### config.mk
export PLATFORM = sky130hd
export DESIGN_NAME = countdown_monitor
export DESIGN_NICKNAME = d
export VERILOG_FILES = /design/src/rtl/countdown_pkg.sv /design/src/rtl/sat_counter.sv /design/src/rtl/countdown_monitor.sv
export SDC_FILE = /design/constraint.sdc
export NUM_CORES = 1
export LEC_CHECK = 0
export BUFFER_PORTS_ARGS = -buffer_cell sky130_fd_sc_hd__buf_4
export CAP_MARGIN = 20
export CORE_MARGIN = 10
export CORE_UTILIZATION = 60
export DETAILED_ROUTE_END_ITERATION = 7
export PLACE_DENSITY = 0.84
export SLEW_MARGIN = 20
export SYNTH_ARGS = -nofsm -noshare
export SYNTH_HDL_FRONTEND = slang
export SYNTH_SLANG_ARGS = --single-unit
### constraint.sdc
create_clock -name clk -period 3.7 [get_ports clk]
set_input_delay 0.74 -clock clk [delete_from_list [all_inputs] [get_ports clk]]
set_output_delay 0.74 -clock clk [all_outputs]
set_load 0.02 [all_outputs]
### src/rtl/countdown_pkg.sv
// Shared types for the countdown monitor: tracking states, step classes and error codes.
// err_code values are part of the block's visible interface, so they are fixed here once.
package countdown_pkg;

  typedef enum logic [1:0] {
    ST_IDLE   = 2'd0,
    ST_ACQ    = 2'd1,
    ST_LOCKED = 2'd2
  } state_e;

  typedef enum logic [2:0] {
    STEP_ILLEGAL = 3'd0,
    STEP_PRESET  = 3'd1,
    STEP_GOOD    = 3'd2,
    STEP_HOLD    = 3'd3,
    STEP_SKIP    = 3'd4
  } step_e;

  localparam logic [1:0] ERR_NONE    = 2'b00;
  localparam logic [1:0] ERR_SKIP    = 2'b01;
  localparam logic [1:0] ERR_ILLEGAL = 2'b10;
  localparam logic [1:0] ERR_HOLD    = 2'b11;

  function automatic logic step_is_legal(step_e step);
    return (step == STEP_PRESET) || (step == STEP_GOOD);
  endfunction

  function automatic logic [1:0] step_err_code(step_e step);
    logic [1:0] code;
    case (step)
      STEP_ILLEGAL: code = ERR_ILLEGAL;
      STEP_HOLD:    code = ERR_HOLD;
      STEP_SKIP:    code = ERR_SKIP;
      default:      code = ERR_NONE;
    endcase
    return code;
  endfunction

endpackage

### src/rtl/sat_counter.sv
// Saturating up-counter with synchronous active-high reset.
// Holds at all-ones instead of wrapping back to zero.
module sat_counter #(
  parameter int unsigned W = 8
) (
  input  logic         clk,
  input  logic         reset,
  input  logic         inc,
  output logic [W-1:0] q
);

  logic [W-1:0] q_q;

  // NOTE: clocked state is written with non-blocking assignments so every
  // register samples the pre-edge values of its neighbours.
  always_ff @(posedge clk) begin
    if (reset) begin
      q_q <= '0;
    end else if (inc && (q_q != {W{1'b1}})) begin
      q_q <= q_q + W'(1);
    end
  end

  assign q = q_q;

endmodule

### src/rtl/countdown_monitor.sv
// Receive-side checker for a modulo-(MAX_VAL+1) down-counter bus: locks onto the
// sequence, flags wraps and deviations, and counts completed periods.
module countdown_monitor
  import countdown_pkg::*;
#(
  parameter int unsigned W        = 4,
  parameter int unsigned MAX_VAL  = 10,
  parameter int unsigned LOCK_LEN = 3,
  parameter int unsigned PCNT_W   = 8
) (
  input  logic              clk,
  input  logic              reset,
  input  logic [W-1:0]      cnt_in,
  input  logic              preset_in,
  output logic              locked,
  output logic              wrap_pulse,
  output logic              err_pulse,
  output logic [1:0]        err_code,
  output logic [PCNT_W-1:0] period_count,
  output logic [W-1:0]      expected
);

  localparam logic [W-1:0] MAX_W  = W'(MAX_VAL);
  localparam logic [3:0]   LOCK_W = 4'(LOCK_LEN);

  state_e       state_q, state_d;
  logic [W-1:0] prev_q, prev_d;
  logic [3:0]   good_cnt_q, good_cnt_d;
  logic         locked_q, locked_d;
  logic         wrap_q, wrap_d;
  logic         err_q, err_d;
  logic [1:0]   err_code_q, err_code_d;
  logic [W-1:0] expected_q, expected_d;

  logic [W-1:0] exp_cur;
  step_e        step;

  // Down-count prediction; zero reloads to MAX_VAL rather than underflowing.
  function automatic logic [W-1:0] predict(logic [W-1:0] p);
    return (p == '0) ? MAX_W : (p - W'(1));
  endfunction

  assign exp_cur = predict(prev_q);

  // Classification priority matters: a preset to MAX_VAL is never treated as a wrap.
  always_comb begin
    if (cnt_in > MAX_W) begin
      step = STEP_ILLEGAL;
    end else if (preset_in && (cnt_in == MAX_W)) begin
      step = STEP_PRESET;
    end else if (cnt_in == exp_cur) begin
      step = STEP_GOOD;
    end else if (cnt_in == prev_q) begin
      step = STEP_HOLD;
    end else begin
      step = STEP_SKIP;
    end
  end

  // NOTE: every signal driven here gets a default first, so no path leaves a
  // value unassigned and no latch is inferred.
  always_comb begin
    state_d    = state_q;
    prev_d     = prev_q;
    good_cnt_d = good_cnt_q;
    locked_d   = locked_q;
    wrap_d     = 1'b0;
    err_d      = 1'b0;
    err_code_d = err_code_q;

    case (state_q)
      ST_IDLE: begin
        if (step != STEP_ILLEGAL) begin
          prev_d     = cnt_in;
          good_cnt_d = '0;
          state_d    = ST_ACQ;
        end
      end
      ST_ACQ: begin
        if (step_is_legal(step)) begin
          good_cnt_d = good_cnt_q + 4'd1;
          if (good_cnt_d == LOCK_W) begin
            state_d  = ST_LOCKED;
            locked_d = 1'b1;
          end
        end else begin
          good_cnt_d = '0;
          if (step == STEP_ILLEGAL) begin
            state_d = ST_IDLE;
          end
        end
        if (step != STEP_ILLEGAL) begin
          prev_d = cnt_in;
        end
      end
      ST_LOCKED: begin
        if (step_is_legal(step)) begin
          wrap_d = (step == STEP_GOOD) && (prev_q == '0);
        end else begin
          err_d      = 1'b1;
          err_code_d = step_err_code(step);
          locked_d   = 1'b0;
          good_cnt_d = '0;
          state_d    = (step == STEP_ILLEGAL) ? ST_IDLE : ST_ACQ;
        end
        if (step != STEP_ILLEGAL) begin
          prev_d = cnt_in;
        end
      end
      default: begin
        state_d    = ST_IDLE;
        locked_d   = 1'b0;
        good_cnt_d = '0;
      end
    endcase

    expected_d = predict(prev_d);
  end

  always_ff @(posedge clk) begin
    if (reset) begin
      state_q    <= ST_IDLE;
      prev_q     <= '0;
      good_cnt_q <= '0;
      locked_q   <= 1'b0;
      wrap_q     <= 1'b0;
      err_q      <= 1'b0;
      err_code_q <= ERR_NONE;
      expected_q <= MAX_W;
    end else begin
      state_q    <= state_d;
      prev_q     <= prev_d;
      good_cnt_q <= good_cnt_d;
      locked_q   <= locked_d;
      wrap_q     <= wrap_d;
      err_q      <= err_d;
      err_code_q <= err_code_d;
      expected_q <= expected_d;
    end
  end

  // Increments on the same edge that raises wrap_pulse.
  sat_counter #(
    .W(PCNT_W)
  ) u_period_cnt (
    .clk  (clk),
    .reset(reset),
    .inc  (wrap_d),
    .q    (period_count)
  );

  assign locked     = locked_q;
  assign wrap_pulse = wrap_q;
  assign err_pulse  = err_q;
  assign err_code   = err_code_q;
  assign expected   = expected_q;

endmodule

* Word level (Yosys, flattened, before mapping)
Cells that the tools add are included.
W data, S select, Z words.
** Storage, ports and cells
- Flip-flop bits (word level) :: 27
- Input bits :: 7
- Logic and storage cells :: 76
** Cells by class
- Add/sub/neg operators :: 4
- $lt $le $gt $ge :: 1
- Eq/ne operators :: 17
- Mux-type cells :: 26
- Bitwise operators :: 3
- Reduce and logical (&&, ||, !) cells :: 16
** Operators by type and width (number)
- $mux W4 :: 6
- $mux W3 :: 4
- $pmux W2 S3 :: 2
- $pmux W4 S3 :: 1
- $mux W2 :: 5
- $add A8 B1 Y8 const B :: 1
- $eq A4 B4 Y1 :: 2
- $logic_not A4 Y1 :: 2
- $ne A2 B2 Y1 const B :: 4
- $ne A8 B8 Y1 const B :: 1
- $reduce_and A4 Y1 :: 2
- $sub A4 B1 Y4 const B :: 2
- $mux W1 :: 7
- $eq A3 B2 Y1 const B :: 2
- $ne A3 B3 Y1 const B :: 2
- $add A4 B1 Y4 const B :: 1
- $eq A4 B2 Y1 const B :: 1
- $eq A4 B4 Y1 const B :: 1
- $gt A4 B4 Y1 const B :: 1
- $reduce_and A2 Y1 :: 2
- $reduce_or A2 Y1 :: 2
- $eq A3 B1 Y1 const B :: 1
- $eq A3 B3 Y1 const B :: 1
- $logic_and A1 B1 Y1 :: 3
- 9 further kinds :: 11

* Longest topological paths before layout
- Word-level depth :: 11
- Mapped depth :: 10

* Cells and area by module
A second synthesis with hierarchy kept.
** Second synthesis, totals
- Cell total of the unflattened synthesis :: 187
- Area, all modules :: 1650.3 um^2
** Modules (own cells, without submodules)
- countdown_monitor :: instances 1, cells each 141, area each 1219.9 um^2, sequential area each 380.4 um^2
- sat_counter :: instances 1, cells each 46, area each 430.4 um^2, sequential area each 160.2 um^2

* Least setup slack after synthesis
No wires, ideal clock.
- Path kind :: in2reg
- Start :: input cnt_in[0]
- End :: register u_period_cnt.q_q[2], in the netlist u_period_cnt.q[2]
- Arrival time :: 2.457 ns
- Slack :: 1.108 ns
- Cell stages on the path :: 8
- Buffers on the path :: 2
- Path through :: clkbuf_1 o21a_1 o21ai_0 nand3_1 or4_4 buf_4 o311ai_0 o41ai_1
** Between the ends
- Longest elaborated chain between the ends :: 10
- Elaborated cells between the ends (all ways) :: 16
- Classes of those cells :: order compare (1); eq/ne (5); mux (6); reduce/logical (4)
** RTL lines
- from (decl) :: line countdown_monitor.sv:13 : input logic [W-1:0] cnt_in,
- $eq A4 B4 Y1 :: line countdown_monitor.sv:53 : end else if (cnt_in == prev_q) begin
- $mux W3 :: line countdown_monitor.sv:53
- $mux W3 :: line countdown_monitor.sv:51 : end else if (cnt_in == exp_cur) begin
- $mux W3 :: line countdown_monitor.sv:49 : end else if (preset_in && (cnt_in == MAX_W)) begin
- $mux W3 (*) :: line countdown_monitor.sv:47 : if (cnt_in > MAX_W) begin
- $eq A3 B2 Y1 / $eq A3 B1 Y1 (equally long branches) :: line countdown_pkg.sv:25, countdown_monitor.sv:98
- $logic_and A1 B1 Y1 / $logic_or A1 B1 Y1 (equally long branches) :: line countdown_monitor.sv:98, countdown_pkg.sv:25
- $mux W1 (*) :: line countdown_monitor.sv:97 : if (step_is_legal(step)) begin
- $mux W1 (*) :: line countdown_monitor.sv:71 : case (state_q)
- $logic_and A1 B1 Y1 (*) :: line sat_counter.sv:19 : end else if (inc && (q_q != {W{1'b1}})) begin
- to (signal assigned) :: line sat_counter.sv:20 : q_q <= q_q + W'(1);
- to (decl) :: line sat_counter.sv:12 : logic [W-1:0] q_q;
Mark *: on every way between the ends. The rest lies on a longest branch, timed or not.
A chain may end at the register's enable or synchronous reset.

* Worst setup path after layout
- Start :: register prev_q[0]
- End :: register state_q[1]
** Between the ends
- Longest elaborated chain between the ends :: 10
- Elaborated cells between the ends (all ways) :: 21
- Classes of those cells :: add/sub (1); eq/ne (8); mux (7); reduce/logical (5)
** RTL lines
- from (decl) :: line countdown_monitor.sv:27 : logic [W-1:0] prev_q, prev_d;
- from (signal assigned) :: line countdown_monitor.sv:132 : prev_q <= prev_d;
- $sub A4 B1 Y4 / $logic_not A4 Y1 (equally long branches) :: line countdown_monitor.sv:40 : return (p == '0) ? MAX_W : (p - W'(1));
- $mux W4 :: line countdown_monitor.sv:40
- $eq A4 B4 Y1 :: line countdown_monitor.sv:51
- $mux W3 (*) :: line countdown_monitor.sv:51
- $mux W3 (*) :: line countdown_monitor.sv:49
- $mux W3 (*) :: line countdown_monitor.sv:47
- $eq A3 B1 Y1 / $eq A3 B2 Y1 (equally long branches) :: line countdown_pkg.sv:25 : return (step == STEP_PRESET) || (step == STEP_GOOD);
- $logic_or A1 B1 Y1 :: line countdown_pkg.sv:25
- $ne A3 B3 Y1 (no source line), or another cell as far along
- $reduce_and A4 Y1 (no source line) / $pmux W2 S3 (equally long branches)
- to (signal assigned) :: line countdown_monitor.sv:131 : state_q <= state_d;
- to (decl) :: line countdown_monitor.sv:26 : state_e state_q, state_d;
Marks and branches as above.

==> out/summary.md <==
- **RSZ-0062 raised after global routing** false
- **cell total after placement** 232
- **Slowest Stage Delay on Critical Path** 670 ps
- **largest family of logic cells by synthesized area** simple AND/OR/NAND/NOR gates
- **DPL Wire Length** 2590 µm
- **core region area** 2450 µm²
- **library cell occupying the most area in the post-synthesis netlist** sky130_fd_sc_hd__dfxtp_1
- **worst slack after detailed placement** 871 ps
- **Required @ worst endpoint** 3910 ps
- **final number of max-transition violations** 0
- **number of gates resized after CTS** 0
- **cell area after technology mapping** 1540 µm²
- **prevailing post-synth register cell** sky130_fd_sc_hd__dfxtp_1
- **mux cell area share after synthesis** 2.68%
- **ordered list of cells on the worst path** inv_1 > ha_1 > nor3b_1 > or3_1 > nand3_1 > nor4_2 > o21ai_0 > o32ai_1
- **CP top delay family** simple AND/OR/NAND/NOR gates
- **Peak Freq** 343 MHz
- **Critical-path top delay cell** sky130_fd_sc_hd__nor4_2
- **number of I/O port buffers** 23
- **Peak VDD IR** 0.000287 V
- **FP Rows** 18
- **mean post-synth cell area** 8.21 µm²
- **DRC violations left** 0
- **synthesized netlist net count** 200
- **clock insertion delay at the later pin of the skew report** 310 ps
- **Net count, final** 219
- **total wire length** 3350 µm
- **total number of vias** 1,411
- **final number of hold-violating endpoints** 0
- **worst-margin pin slew** 686 ps
- **final-layout setup total negative slack** 0 ps
- **clock sink total** 27
- **global-route wire length before repair** 5780 µm
- **area share of and/or/nand/nor cells after synthesis** 24.6%
- **Final setup viols** 0
- **GRT Util Overall** 12.9%
- **Initial Util** 62.8%
- **Clock Skew** 13.8 ps
- **depth of the CTS H-tree** 1
- **headroom to the max-slew limit** 53.9%
- **arrival time of the worst setup path** 3120 ps
- **number of global-route vias before repair** 1,331
- **synthesis-to-finish area growth** 12.8%
- **pin count of the biggest net entering global routing** 24
- **DR WL/cell** 14.2 µm
- **post-synthesis xor/xnor area fraction** 5.68%
- **max-cap violation count** 0
- **Synth top area share** 35.0%
- **dominant cells by area after synthesis** sky130_fd_sc_hd__dfxtp_1, sky130_fd_sc_hd__a21oi_1, sky130_fd_sc_hd__ha_1, sky130_fd_sc_hd__nor2_1, sky130_fd_sc_hd__o31ai_1
- **count of unique library cells instantiated by Yosys** 49
- **antenna cell count** 0
- **ratio of routed vias to standard cells** 5.98
- **FF+latch count, synth** 27
- **# IOs** 24
- **antenna violations before repair** 0
- **Worst Setup End Kind** flop
- **share of the clock period used by the worst path after layout** 78.7%
- **count of hold buffers inserted by post-cts repair** 0
- **CTS max path bufs** 2
- **post-synthesis compound-gate area fraction** 21.8%
- **final estimated routing congestion in global placement** 0.803
- **Critical Path Fanout Max** 8
- **number of standard cells in the layout, taps in and fillers out** 236
- **Filler Cell Count** 198
- **Startpoint Class** flop
- **part of the Yosys area used for sequential elements** 35.0%
- **post-synthesis adder-cell area fraction** 4.06%
- **number of instances in the synthesized netlist** 188
- **Min-Delay Path Class** reg -> reg
- **Iteration-0 DRC Markers** 68
- **Die H** 70.7 µm
- **clock transition time at the flip-flop clock pins of the worst setup and hold paths** 140 ps
- **Die X-Extent** 70.7 µm
- **outcome** finished clean
- **total clock buffers created by CTS** 3
- **antenna violation net count after detailed routing** 0
- **cell leakage power** 0.687 nW
- **CTS tree** yes
- **pwr/cell area** 307 nW/µm²
- **cell types with the highest counts after synthesis** sky130_fd_sc_hd__dfxtp_1, sky130_fd_sc_hd__nor2_1, sky130_fd_sc_hd__a21oi_1, sky130_fd_sc_hd__inv_1
- **detailed-router iteration count before antenna repair** 4
- **number of flops mapped to enable cells by yosys** 0
- **category of the critical setup timing path** reg -> reg
- **min Tclk post-route** 2910 ps
- **asr flop ratio synth** 0%
- **most frequently used cell type in the post-synthesis netlist** sky130_fd_sc_hd__dfxtp_1
- **post-layout worst setup margin** 788 ps
- **overall overflow remaining after global route** 0
- **number of warnings reported in the yosys synthesis log** 0
- **area of the die** 5000 µm²
- **buffers plus inverters on the worst setup path** 1
- **post-CTS setup repair buffer count** 0
- **share of post-route cells with drive strength above 1** 16.0%
- **clock root buffer** sky130_fd_sc_hd__clkbuf_4
==> cells by family (layout without fill, tap and decap cells) <==
kind of cell	count (synthesis)	count (layout)
compound gates	52	52
buf+inv	22	40
mux	4	4
flops	27	27
simple gates	68	68
xor+xnor	10	10
fa+ha+maj	5	5
==> worst paths after layout <==
| path | start | endpoint | slack (ps) | cells past startpoint |
|---|---|---|---|---|
| worst min register to register | err_code[0]$_SDFFE_PP0P_ | err_code[0]$_SDFFE_PP0P_ | 490 | 2 |
| worst max-delay path | prev_q[0]$_SDFF_PP0_ | state_q[1]$_SDFFE_PP0P_ | 790 | 8 |
| worst max register to register | prev_q[0]$_SDFF_PP0_ | state_q[1]$_SDFFE_PP0P_ | 790 | 8 |
| worst min-delay path | err_code[0]$_SDFFE_PP0P_ | err_code[0]$_SDFFE_PP0P_ | 490 | 2 |
==> power breakdown <==
part	total, W	switching [W]	internal (W)
Combinational	0.000101	0.0000575	0.0000439
Sequential	0.000312	0.0000111	0.000301
Clock	0.000122	0.0000796	0.0000420
Total	0.000535	0.000148	0.000387
==> layer usage <==
layer	up-vias	track usage [%]	part of all wire, %
met4	0	1.29	0
met1	660	15.5	46
met3	0	3.21	5.4
met5	-	0	0
met2	42	23.0	49
li1	709	-	-
==> area by class of cell <==
type                       count  area, µm²  share of cell area, %
timing repair buffer          25        188                   10.8
multi-input combinational    139        907                   52.1
tap                           30       37.5                   2.16
clock buffer                   4       26.3                   1.51
sequential                    27        541                   31.1
inverter                      11       41.3                   2.37
==> sequential cells by signal, summed over array words and instances, names as in the netlist <==
signal,flops
locked,1
good_cnt_q,4
wrap_pulse,1
expected,4
err_code,2
err_pulse,1
state_q,2
u_period_cnt.q,8
prev_q,4
==> cells in the final DEF (no fill, tap or decap), drive strengths merged, types with 4 or more instances in the layout <==
master  instances
clkbuf          4
or3             4
a21oi          15
xnor2           6
nor2           16
buf            25
dfxtp          27
o31ai           7
nor2b           7
ha              5
xor2            4
nand3           6
nand2          10
o21ai          10
or4             4
inv            11
==> through the flow <==
| stage | total power, W | cell area (µm²) | hold slack (ps) | utilization [%] |
|---|---|---|---|---|
| 2_1_floorplan | 0.000392 | 1540 | 498 | - |
| 3_3_place_gp | 0.000415 | 1710 | 458 | 69.8 |
| 3_5_place_dp | 0.000419 | 1710 | 471 | 69.8 |
| 4_1_cts | 0.000537 | 1740 | 490 | 70.9 |
| 5_1_grt | 0.000560 | 1740 | 512 | 70.9 |
| 6_report | 0.000535 | 1740 | 488 | 70.9 |
==> tightest hold or removal path, stage by stage (launching register included) <==
cell                      delay [ps]
sky130_fd_sc_hd__dfxtp_1         340
sky130_fd_sc_hd__o31ai_1          60
sky130_fd_sc_hd__a21oi_1          60
(Power assumes the default switching activity.)
